$ cat src/rtl/account_arbiter.sv
// Round-robin arbiter serialising withdraw/deposit/inquiry ops onto one shared balance register.
// Each op takes IDLE->EXEC->RESP (3 cycles); all outputs are registered.
module account_arbiter #(
   parameter int NUM_REQ       = 4,
   parameter int BALANCE_WIDTH = 20
) (
   input  logic                             clk,
   input  logic                             rst,
   input  logic                             load_en,
   input  logic [BALANCE_WIDTH-1:0]         load_value,
   input  logic [NUM_REQ-1:0]               req,
   input  logic [2*NUM_REQ-1:0]             req_op,
   input  logic [BALANCE_WIDTH*NUM_REQ-1:0] req_value,
   output logic [NUM_REQ-1:0]               grant,
   output logic [NUM_REQ-1:0]               done,
   output logic [NUM_REQ-1:0]               error,
   output logic [BALANCE_WIDTH-1:0]         balance_out,
   output logic                             busy
);

   localparam int PW = (NUM_REQ > 1) ? $clog2(NUM_REQ) : 1;
   localparam logic [1:0] OP_WD = 2'b00, OP_DEP = 2'b01, OP_INQ = 2'b10;

   typedef enum logic [1:0] {IDLE, EXEC, RESP} state_t;

   state_t                   state, state_nxt;
   logic [PW-1:0]            ptr, ptr_nxt, sel, sel_nxt;
   logic [1:0]               op, op_nxt;
   logic [BALANCE_WIDTH-1:0] value, value_nxt, balance_nxt;
   logic [NUM_REQ-1:0]       grant_nxt, done_nxt, error_nxt;
   logic                     busy_nxt, err, found;
   logic [BALANCE_WIDTH:0]   sum;
   int                       pick, idx;

   always_ff @(posedge clk or posedge rst) begin
      if (rst) begin
         state       <= IDLE;
         ptr         <= '0;
         sel         <= '0;
         op          <= '0;
         value       <= '0;
         balance_out <= '0;
         grant       <= '0;
         done        <= '0;
         error       <= '0;
         busy        <= 1'b0;
      end else begin
         state       <= state_nxt;
         ptr         <= ptr_nxt;
         sel         <= sel_nxt;
         op          <= op_nxt;
         value       <= value_nxt;
         balance_out <= balance_nxt;
         grant       <= grant_nxt;
         done        <= done_nxt;
         error       <= error_nxt;
         busy        <= busy_nxt;
      end
   end

   always_comb begin
      state_nxt   = state;
      ptr_nxt     = ptr;
      sel_nxt     = sel;
      op_nxt      = op;
      value_nxt   = value;
      balance_nxt = balance_out;
      grant_nxt   = grant;
      done_nxt    = '0;
      error_nxt   = '0;
      busy_nxt    = busy;
      err         = 1'b0;
      found       = 1'b0;
      pick        = 0;
      idx         = 0;
      sum         = {1'b0, balance_out} + {1'b0, value};

      // first asserted request at ptr, ptr+1, ... wrapping
      for (int k = 0; k < NUM_REQ; k++) begin
         idx = int'(ptr) + k;
         if (idx >= NUM_REQ) idx = idx - NUM_REQ;
         if (!found && req[idx]) begin
            found = 1'b1;
            pick  = idx;
         end
      end

      case (state)
         IDLE: begin
            if (load_en) begin
               balance_nxt = load_value;
            end else if (found) begin
               sel_nxt         = PW'(pick);
               op_nxt          = req_op[2*pick +: 2];
               value_nxt       = req_value[pick*BALANCE_WIDTH +: BALANCE_WIDTH];
               grant_nxt       = '0;
               grant_nxt[pick] = 1'b1;
               busy_nxt        = 1'b1;
               state_nxt       = EXEC;
            end
         end
         EXEC: begin
            case (op)
               OP_WD: begin
                  if (value > balance_out) err = 1'b1;
                  else balance_nxt = balance_out - value;
               end
               OP_DEP: begin
                  if (sum[BALANCE_WIDTH]) err = 1'b1;
                  else balance_nxt = sum[BALANCE_WIDTH-1:0];
               end
               OP_INQ:  err = 1'b0;
               default: err = 1'b1;
            endcase
            done_nxt[sel]  = 1'b1;
            error_nxt[sel] = err;
            state_nxt      = RESP;
         end
         RESP: begin
            grant_nxt = '0;
            busy_nxt  = 1'b0;
            ptr_nxt   = (sel == PW'(NUM_REQ-1)) ? '0 : sel + PW'(1);
            state_nxt = IDLE;
         end
         default: state_nxt = IDLE;
      endcase
   end

endmodule

$ cat config.mk
export PLATFORM = sky130hd
export DESIGN_NAME = account_arbiter
export DESIGN_NICKNAME = d
export VERILOG_FILES = /design/src/rtl/account_arbiter.sv
export SDC_FILE = /design/constraint.sdc
export NUM_CORES = 1
export LEC_CHECK = 0
export ABC_AREA = 1
export BUFFER_PORTS_ARGS = -buffer_cell sky130_fd_sc_hd__buf_2
export CORE_MARGIN = 2
export CORE_UTILIZATION = 39
export CTS_CLUSTER_SIZE = 20
export DETAILED_ROUTE_END_ITERATION = 6
export HOLD_SLACK_MARGIN = 0.15
export MAX_ROUTING_LAYER = met4
export PLACE_DENSITY_LB_ADDON = 0.25
export SYNTH_ARGS = -nofsm -noshare
export SYNTH_HDL_FRONTEND = slang
export SYNTH_SLANG_ARGS = --single-unit
$ cat constraint.sdc
create_clock -name clk -period 6.15 [get_ports clk]
set_input_delay 0.615 -clock clk [delete_from_list [all_inputs] [get_ports clk]]
set_output_delay 0.615 -clock clk [all_outputs]
set_load 0.05 [all_outputs]
==> results of run 1 <==
registers in the layout (all words and copies together) (netlist names), 4 cells and up:
signal / flops
done: 4
balance_out: 20
grant: 4
error: 4
value: 20
synth_stat cells (6+ instances only):
cell	n	area (µm²)
a31oi_1	7	43.8
buf_4	10	75.1
ha_1	54	676
inv_1	130	488
nand2_1	423	1590
a21oi_1	64	320
o21ai_1	11	55.1
xor2_1	9	78.8
clkbuf_1	31	116
nor3_1	8	40.0
o211ai_1	15	113
o21ai_0	70	350
nand4_1	15	93.8
nand3_1	340	1700
inv_2	6	22.5
nand3_2	7	70.1
buf_6	7	78.8
dfrtp_1	61	1530
a21boi_1	7	52.6
nor2_1	74	278
buf_2	27	135
layout make-up:
class / instances / share of cell area (%)
Multi-Input combinational cell: 1165 / 62.6
Tap cell: 275 / 3.59
Clock buffer: 10 / 2.50
Clock inverter: 6 / 0.980
Sequential cell: 61 / 15.9
Inverter: 141 / 5.60
Antenna cell: 1 / 0.0261
Timing Repair Buffer: 159 / 8.75
cell families (layout without fill, tap and decap cells):
kind of cell	count (synthesis)	after routing
adders and majority gates	57	57
xor gates and xnor gates	11	11
AOI/OAI and AO/OA	200	200
other	0	1
DFF	61	61
and+or+nand+nor	897	897
buffers and inverters	219	316
through the flow:
step | utilization (%) | hold WS, ps | setup WS [ps]
after floorplan | - | 477 | 1720
after global placement | 43.6 | 478 | 1320
after detailed placement | 43.6 | 486 | 1180
after CTS | 45.1 | 500 | 1140
after global routing | 45.1 | 528 | 659
final | 45.1 | 492 | 1090
how the worst min path moves through the flow:
stage / slack [ps] / startpoint / end / cells after the start
final: 490 / grant[2]$_DFFE_PP0P_ / grant[2]$_DFFE_PP0P_ / 1
after global routing: 530 / busy$_DFFE_PP0P_ / busy$_DFFE_PP0P_ / 2
after CTS: 500 / grant[2]$_DFFE_PP0P_ / grant[2]$_DFFE_PP0P_ / 1
after detailed placement: 490 / grant[2]$_DFFE_PP0P_ / grant[2]$_DFFE_PP0P_ / 1
after global placement: 480 / grant[2]$_DFFE_PP0P_ / grant[2]$_DFFE_PP0P_ / 1
after floorplan: 480 / value[3]$_DFFE_PP0P_ / value[3]$_DFFE_PP0P_ / 2
critical path: stages, from the launching register on:
cell,delay (ps)
dfrtp_1,700
inv_6,100
ha_1,380
inv_1,110
nand3_2,90
nand2_4,110
nor2_2,60
nand2_1,140
nand2_1,110
a31oi_1,210
inv_1,110
ha_1,330
ha_1,300
a21o_1,170
nand2_1,90
nand3_1,130
nand2_4,500
buf_12,340
nand3_1,130
nand2_1,130
nand2_1,80
nand3_1,110
nand2_1,60
nor2_1,140
nand2_1,100
a21boi_1,160
layout by cell type, fill, tap and decap left out, drive strengths merged, types with 2 or more instances in the layout:
master / count
o21ai: 81
clkinv: 5
o2111ai: 2
o31ai: 5
o21bai: 2
nor4: 5
nand2: 430
xnor2: 2
inv: 139
a32o: 3
ha: 54
nor3: 10
a31oi: 7
clkbuf: 10
nand4: 16
a21o: 3
xor2: 9
fa: 3
a21oi: 64
a21boi: 8
nor2: 81
bufinv: 2
a22o: 2
o211ai: 15
buf: 159
o21a: 4
nand3: 348
dfrtp: 61
or2: 5
layer usage:
metal | track usage [%] | share of wire, %
met3 | 3.38 | 7.0
met1 | 36.8 | 45
met2 | 41.8 | 44
met4 | 11.5 | 4.0
met5 | - | 0
==> results.py, run 1 <==
metrics = {
    "global_routing": {
        "vias_in_the_first_global_route": 9409,
        "gr-usage-all-layers_pct": 27.4,
        "largest_net_degree_at_the_start_of_global_routing": 88,
        "first_pass_grt_wire_length_um": 48300,
        "grt_overflow_total": 0,
        "antenna_found_initial": 1,
    },
    "clock_tree": {
        "clk_pin_slew_ps": 60,
        "cts_inserted_buffers": 9,
        "clockBufferDepth": 2,
        "cts_tree": "done",
        "cts_resized": 0,
        "cts.sinks": 61,
        "clock_insertion_delay_worst_skew_ps": 340,
        "postCtsHoldBufs": 0,
        "cts_setup_buffers": 0,
        "number_of_h_tree_branching_levels": 3,
        "cts-root-buf": "clkbuf_16",
    },
    "yosys": {
        "synth.area.mux_share_pct": 0,
        "synth_sequential_area_ratio_pct": 18.0,
        "post_synth_and_or_nand_nor_area_fraction_pct": 47.3,
        "synthesis.nets": 1617,
        "synthesis.area_um2": 8490,
        "asyncSetResetFlopFracSynth_pct": 100,
        "post_synth_xor_area_fraction_pct": 1.14,
        "number_of_synthesized_flops_with_an_enable_pin": 0,
        "compound_gate_fraction_of_synth_area_pct": 13.5,
        "postSynthAreaPerCell_um2": 5.87,
        "synth_cell_types": 51,
        "synth_top_family_by_area": "simple AND/OR/NAND/NOR gates",
        "adder_cell_area_share_of_the_yosys_netlist_pct": 8.67,
        "synth_top_flop_cell": "dfrtp_1",
        "postSynthRegisterBits": 61,
        "post_synth_inst_count": 1445,
        "yosysWarnings": 0,
    },
    "worst_setup_path": {
        "endpoint_kind": "flip-flop",
        "setup.worst_path.end": "value[16]$_DFFE_PP0P_",
        "startpoint_type": "flip-flop",
        "worst-setup-path-type": "reg -> reg",
        "worst_ep_required_time_ps": 6400,
        "worst-endpoint-arrival_ps": 5300,
        "worst_r2r_dst": "value[16]$_DFFE_PP0P_",
        "worstSetupStartpoint": "ptr[0]$_DFFE_PP0P_",
        "worstReg2RegStart": "ptr[0]$_DFFE_PP0P_",
        "worstPathMaxFanout": 65,
        "rr_worst_depth": 25,
        "timing.reg2reg.setup_slack_ps": 1090,
    },
    "detailed_routing": {
        "routed-via-count": 10100,
        "drt_first_iter_violations": 957,
        "post_drt_via_cell_ratio": 5.58,
        "firstDrtPassIters": 5,
        "drt_wl_total_um": 30500,
        "post-route-drc-count": 0,
        "route.antenna.remaining_nets": 0,
        "wl_per_cell_um": 16.8,
    },
    "final_layout": {
        "syn_to_final_growth_pct": 12.9,
        "design.final.nets": 1709,
        "postLayoutCellArea_um2": 9580,
        "fraction_of_final_layout_cells_sized_beyond_drive_strength_1_pct": 13.9,
        "seqCellArea_um2": 1530,
        "multi_input_logic_area_um2": 6000,
        "stdcell_count": 1818,
        "final.fill_count": 2327,
    },
    "place": {
        "detailed_place.area_um2": 9240,
        "placed_cells": 1801,
        "routabilityCongestion": 1.03,
        "place.port_buffers": 147,
        "hpwlAfterDp_um": 23400,
    },
    "timing": {
        "clock_skew_ps": 10.2,
        "final.setup.tns_ps": 0,
        "timing.final.setup_violations": 0,
        "min_period_over_period_pct": 82.2,
        "report.final.slew_viol_count": 0,
        "rsz0062_at_grt": "false",
        "hold_violations": 0,
        "transition_time_at_the_pin_with_the_least_slew_margin_ps": 1050,
        "slew-limit-headroom_pct": 30.0,
        "time_the_final_worst_path_needs_with_i_o_delays_and_setup_ps": 5060,
        "highest_clock_rate_ghz": 0.198,
    },
    "job": {
        "cap_violations": 0,
    },
    "die": {
        "pin_count": 148,
        "die_w_um": 152,
        "rows": 53,
        "dieHeight_um": 152,
        "dieArea_um2": 23000,
        "fp.coreArea_um2": 21200,
        "initial_utilization_pct": 40.0,
    },
    "hold_path": {
        "hold_path.class": "reg -> reg",
    },
    "status": {
        "status": "finished, final reports clean",
    },
}
Power of run 1 is left out: the tool's default activity adds up to more than one toggle a clock period on the data nets, which glitch-free logic cannot reach.
==> inputs of run 2 (changes only) <==
--- a/config.mk
+++ b/config.mk
@@ -5,7 +5,7 @@
 export SDC_FILE = /design/constraint.sdc
 export NUM_CORES = 1
 export LEC_CHECK = 0
-export ABC_AREA = 1
+export ABC_AREA = 0
 export BUFFER_PORTS_ARGS = -buffer_cell sky130_fd_sc_hd__buf_2
 export CORE_MARGIN = 2
 export CORE_UTILIZATION = 39
==> constraint.sdc (replaced) <==
create_clock -name clk -period 5.2 [get_ports clk]
set_input_delay 0.52 -clock clk [delete_from_list [all_inputs] [get_ports clk]]
set_output_delay 0.52 -clock clk [all_outputs]
set_load 0.05 [all_outputs]
==> run 2 against run 1 <==
  * Clock skew is 2.3 ps lower
  * First-iteration DRC count decreased by 13%
  * Utilization is 0.90 points higher
  * Area after synthesis is 4.2% lower
  * Die area fell by 4.1%
  * Register-to-register slack got worse by 720 ps
  * Critical endpoint is now value[14]$_DFFE_PP0P_
  * Highest routed layer unchanged
==> results.py, run 2 <==
metrics = {
    "yosys": {
        "synth_cell_types": 80,
        "synth_sequential_area_ratio_pct": 18.8,
        "netlist.area_leader.share_pct": 18.8,
        "synth_top_flop_cell": "dfrtp_1",
        "yosysWarnings": 0,
        "adder_cell_area_share_of_the_yosys_netlist_pct": 9.05,
        "count_leader_synth": "nand2_1",
        "ranking_of_synthesized_cells_by_area": "dfrtp_1 (19%), mux2i_1 (9.2%), ha_1 (8.3%), mux4_2 (5.0%), o21ai_0 (4.7%)",
        "post_synth_and_or_nand_nor_area_fraction_pct": 19.9,
        "synth_area_leader_cell": "dfrtp_1",
        "compound_gate_fraction_of_synth_area_pct": 26.7,
        "commonest_cells_in_the_netlist": "nand2_1 (94), o21ai_0 (77), mux2i_1 (75), nor2_1 (69), dfrtp_1 (61)",
        "asyncSetResetFlopFracSynth_pct": 100,
        "post_synth_xor_area_fraction_pct": 1.94,
        "synth_top_family_by_area": "compound AO/OA/AOI/OAI gates",
        "post_synth_inst_count": 1030,
        "postSynthAreaPerCell_um2": 7.89,
        "synthesis.nets": 1202,
        "synth.area.mux_share_pct": 16.4,
        "postSynthRegisterBits": 61,
        "synthesis.area_um2": 8130,
        "number_of_synthesized_flops_with_an_enable_pin": 0,
    },
    "timing": {
        "timing.final.setup_violations": 0,
        "min_period_over_period_pct": 92.9,
        "report.final.slew_viol_count": 0,
        "transition_time_at_the_pin_with_the_least_slew_margin_ps": 860,
        "time_the_final_worst_path_needs_with_i_o_delays_and_setup_ps": 4830,
        "clock_skew_ps": 7.98,
        "slew-limit-headroom_pct": 42.4,
        "final.setup.tns_ps": 0,
        "hold_violations": 0,
        "rsz0062_at_grt": "false",
        "highest_clock_rate_ghz": 0.207,
    },
    "global_routing": {
        "gr-usage-all-layers_pct": 25.6,
        "vias_in_the_first_global_route": 7862,
        "grt_overflow_total": 0,
        "largest_net_degree_at_the_start_of_global_routing": 72,
        "antenna_found_initial": 1,
        "first_pass_grt_wire_length_um": 43600,
    },
    "clock_tree": {
        "cts_tree": "done",
        "cts_inserted_buffers": 9,
        "number_of_h_tree_branching_levels": 3,
        "clock_insertion_delay_worst_skew_ps": 330,
        "cts_setup_buffers": 0,
        "cts.sinks": 61,
        "postCtsHoldBufs": 0,
        "clk_pin_slew_ps": 60,
        "clockBufferDepth": 2,
        "cts-root-buf": "clkbuf_16",
        "cts_resized": 0,
    },
    "final_layout": {
        "final.fill_count": 2083,
        "commonest_non_fill_non_tap_cells_in_the_layout": "buf_2 (147), nand2_1 (94), o21ai_0 (77), mux2i_1 (74), nor2_1 (68)",
        "design.final.nets": 1305,
        "reg_top3": "balance_out (20), value (20)",
        "fraction_of_final_layout_cells_sized_beyond_drive_strength_1_pct": 20.9,
        "layout.core_utilization_pct": 46.0,
        "syn_to_final_growth_pct": 15.4,
        "commonest_non_fill_non_tap_cell_in_the_layout": "buf_2",
    },
    "die": {
        "die_w_um": 148,
        "dieHeight_um": 148,
        "rows": 52,
        "pin_count": 148,
        "fp.coreArea_um2": 20400,
        "dieArea_um2": 22000,
        "initial_utilization_pct": 39.9,
    },
    "detailed_routing": {
        "route.antenna.remaining_nets": 0,
        "drt_wl_total_um": 27600,
        "routed-via-count": 8569,
        "post-route-drc-count": 0,
        "firstDrtPassIters": 5,
        "drt_first_iter_violations": 837,
        "post_drt_via_cell_ratio": 6.08,
        "wl_per_cell_um": 19.6,
    },
    "job": {
        "cap_violations": 0,
    },
    "place": {
        "routabilityCongestion": 0.986,
        "place.port_buffers": 147,
        "hpwlAfterDp_um": 21500,
    },
    "worst_setup_path": {
        "worst_ep_required_time_ps": 5430,
        "startpoint_type": "flip-flop",
        "worstPathMaxFanout": 71,
        "worst-endpoint-arrival_ps": 5060,
        "endpoint_kind": "flip-flop",
        "worst-setup-path-type": "reg -> reg",
    },
    "status": {
        "status": "finished, final reports clean",
    },
    "hold_path": {
        "hold_path.class": "in -> async",
    },
}
==> run 2: metal layers <==
metal	track usage, %	wire (µm)
met4	7.43	595
met5	-	0
met1	35.4	12800
met2	38.5	12400
met3	4.45	1840
==> run 2: logic make-up (layout without fill, tap and decap cells) <==
| logic type | Yosys count | count (layout) |
|---|---|---|
| other cells | 0 | 1 |
| buf+inv | 136 | 244 |
| compound gates | 319 | 319 |
| mux | 108 | 108 |
| simple gates | 331 | 331 |
| flops | 61 | 61 |
| fa+ha+maj | 57 | 57 |
| xor+xnor | 18 | 18 |
==> run 2: worst paths after layout <==
kind                                          from                         end  slack (ps)  cells after the start
worst max-delay path            ptr[0]$_DFFE_PP0P_       value[14]$_DFFE_PP0P_         370                     15
worst max register to register  ptr[0]$_DFFE_PP0P_       value[14]$_DFFE_PP0P_         370                     15
max in group asynchronous                      rst          ptr[0]$_DFFE_PP0P_        4210                      3
min in group clk                     load_value[1]  balance_out[1]$_DFFE_PP0P_         470                      3
worst min register to register    busy$_DFFE_PP0P_            busy$_DFFE_PP0P_         480                      2
worst min-delay path                           rst           done[2]$_DFF_PP0_         420                      3
==> run 2: cell type report <==
| class | count | area (µm²) | share of cell area [%] |
|---|---|---|---|
| multi-input combinational | 833 | 6060 | 64.7 |
| clock inverter | 4 | 47.5 | 0.507 |
| tap | 270 | 338 | 3.60 |
| clock buffer | 12 | 246 | 2.63 |
| timing repair buffer | 176 | 953 | 10.2 |
| inverter | 52 | 198 | 2.11 |
| sequential | 61 | 1530 | 16.3 |
| antenna | 1 | 2.50 | 0.0267 |
==> run 2: worst max-delay path: stages, from the launching register on <==
cell	delay, ps
dfrtp_2	360
buf_4	540
mux4_2	630
and2_1	260
or2_0	280
mux2i_4	200
inv_4	40
ha_1	190
ha_1	210
fa_1	410
xnor2_2	230
nand2b_1	180
or2_2	350
a21oi_1	390
nand4_1	170
o32ai_1	270
==> run 2: per-stage QoR <==
step	hold WS, ps	area, µm²	setup slack, ps	instances
3_5_place_dp	468	9080	468	1392
3_3_place_gp	466	9080	486	1392
5_1_grt	489	9370	75.9	1409
2_1_floorplan	484	8200	12.6	1030
4_1_cts	458	9370	457	1408
6_report	417	9370	372	1409
Power of run 2 is left out for the same reason.
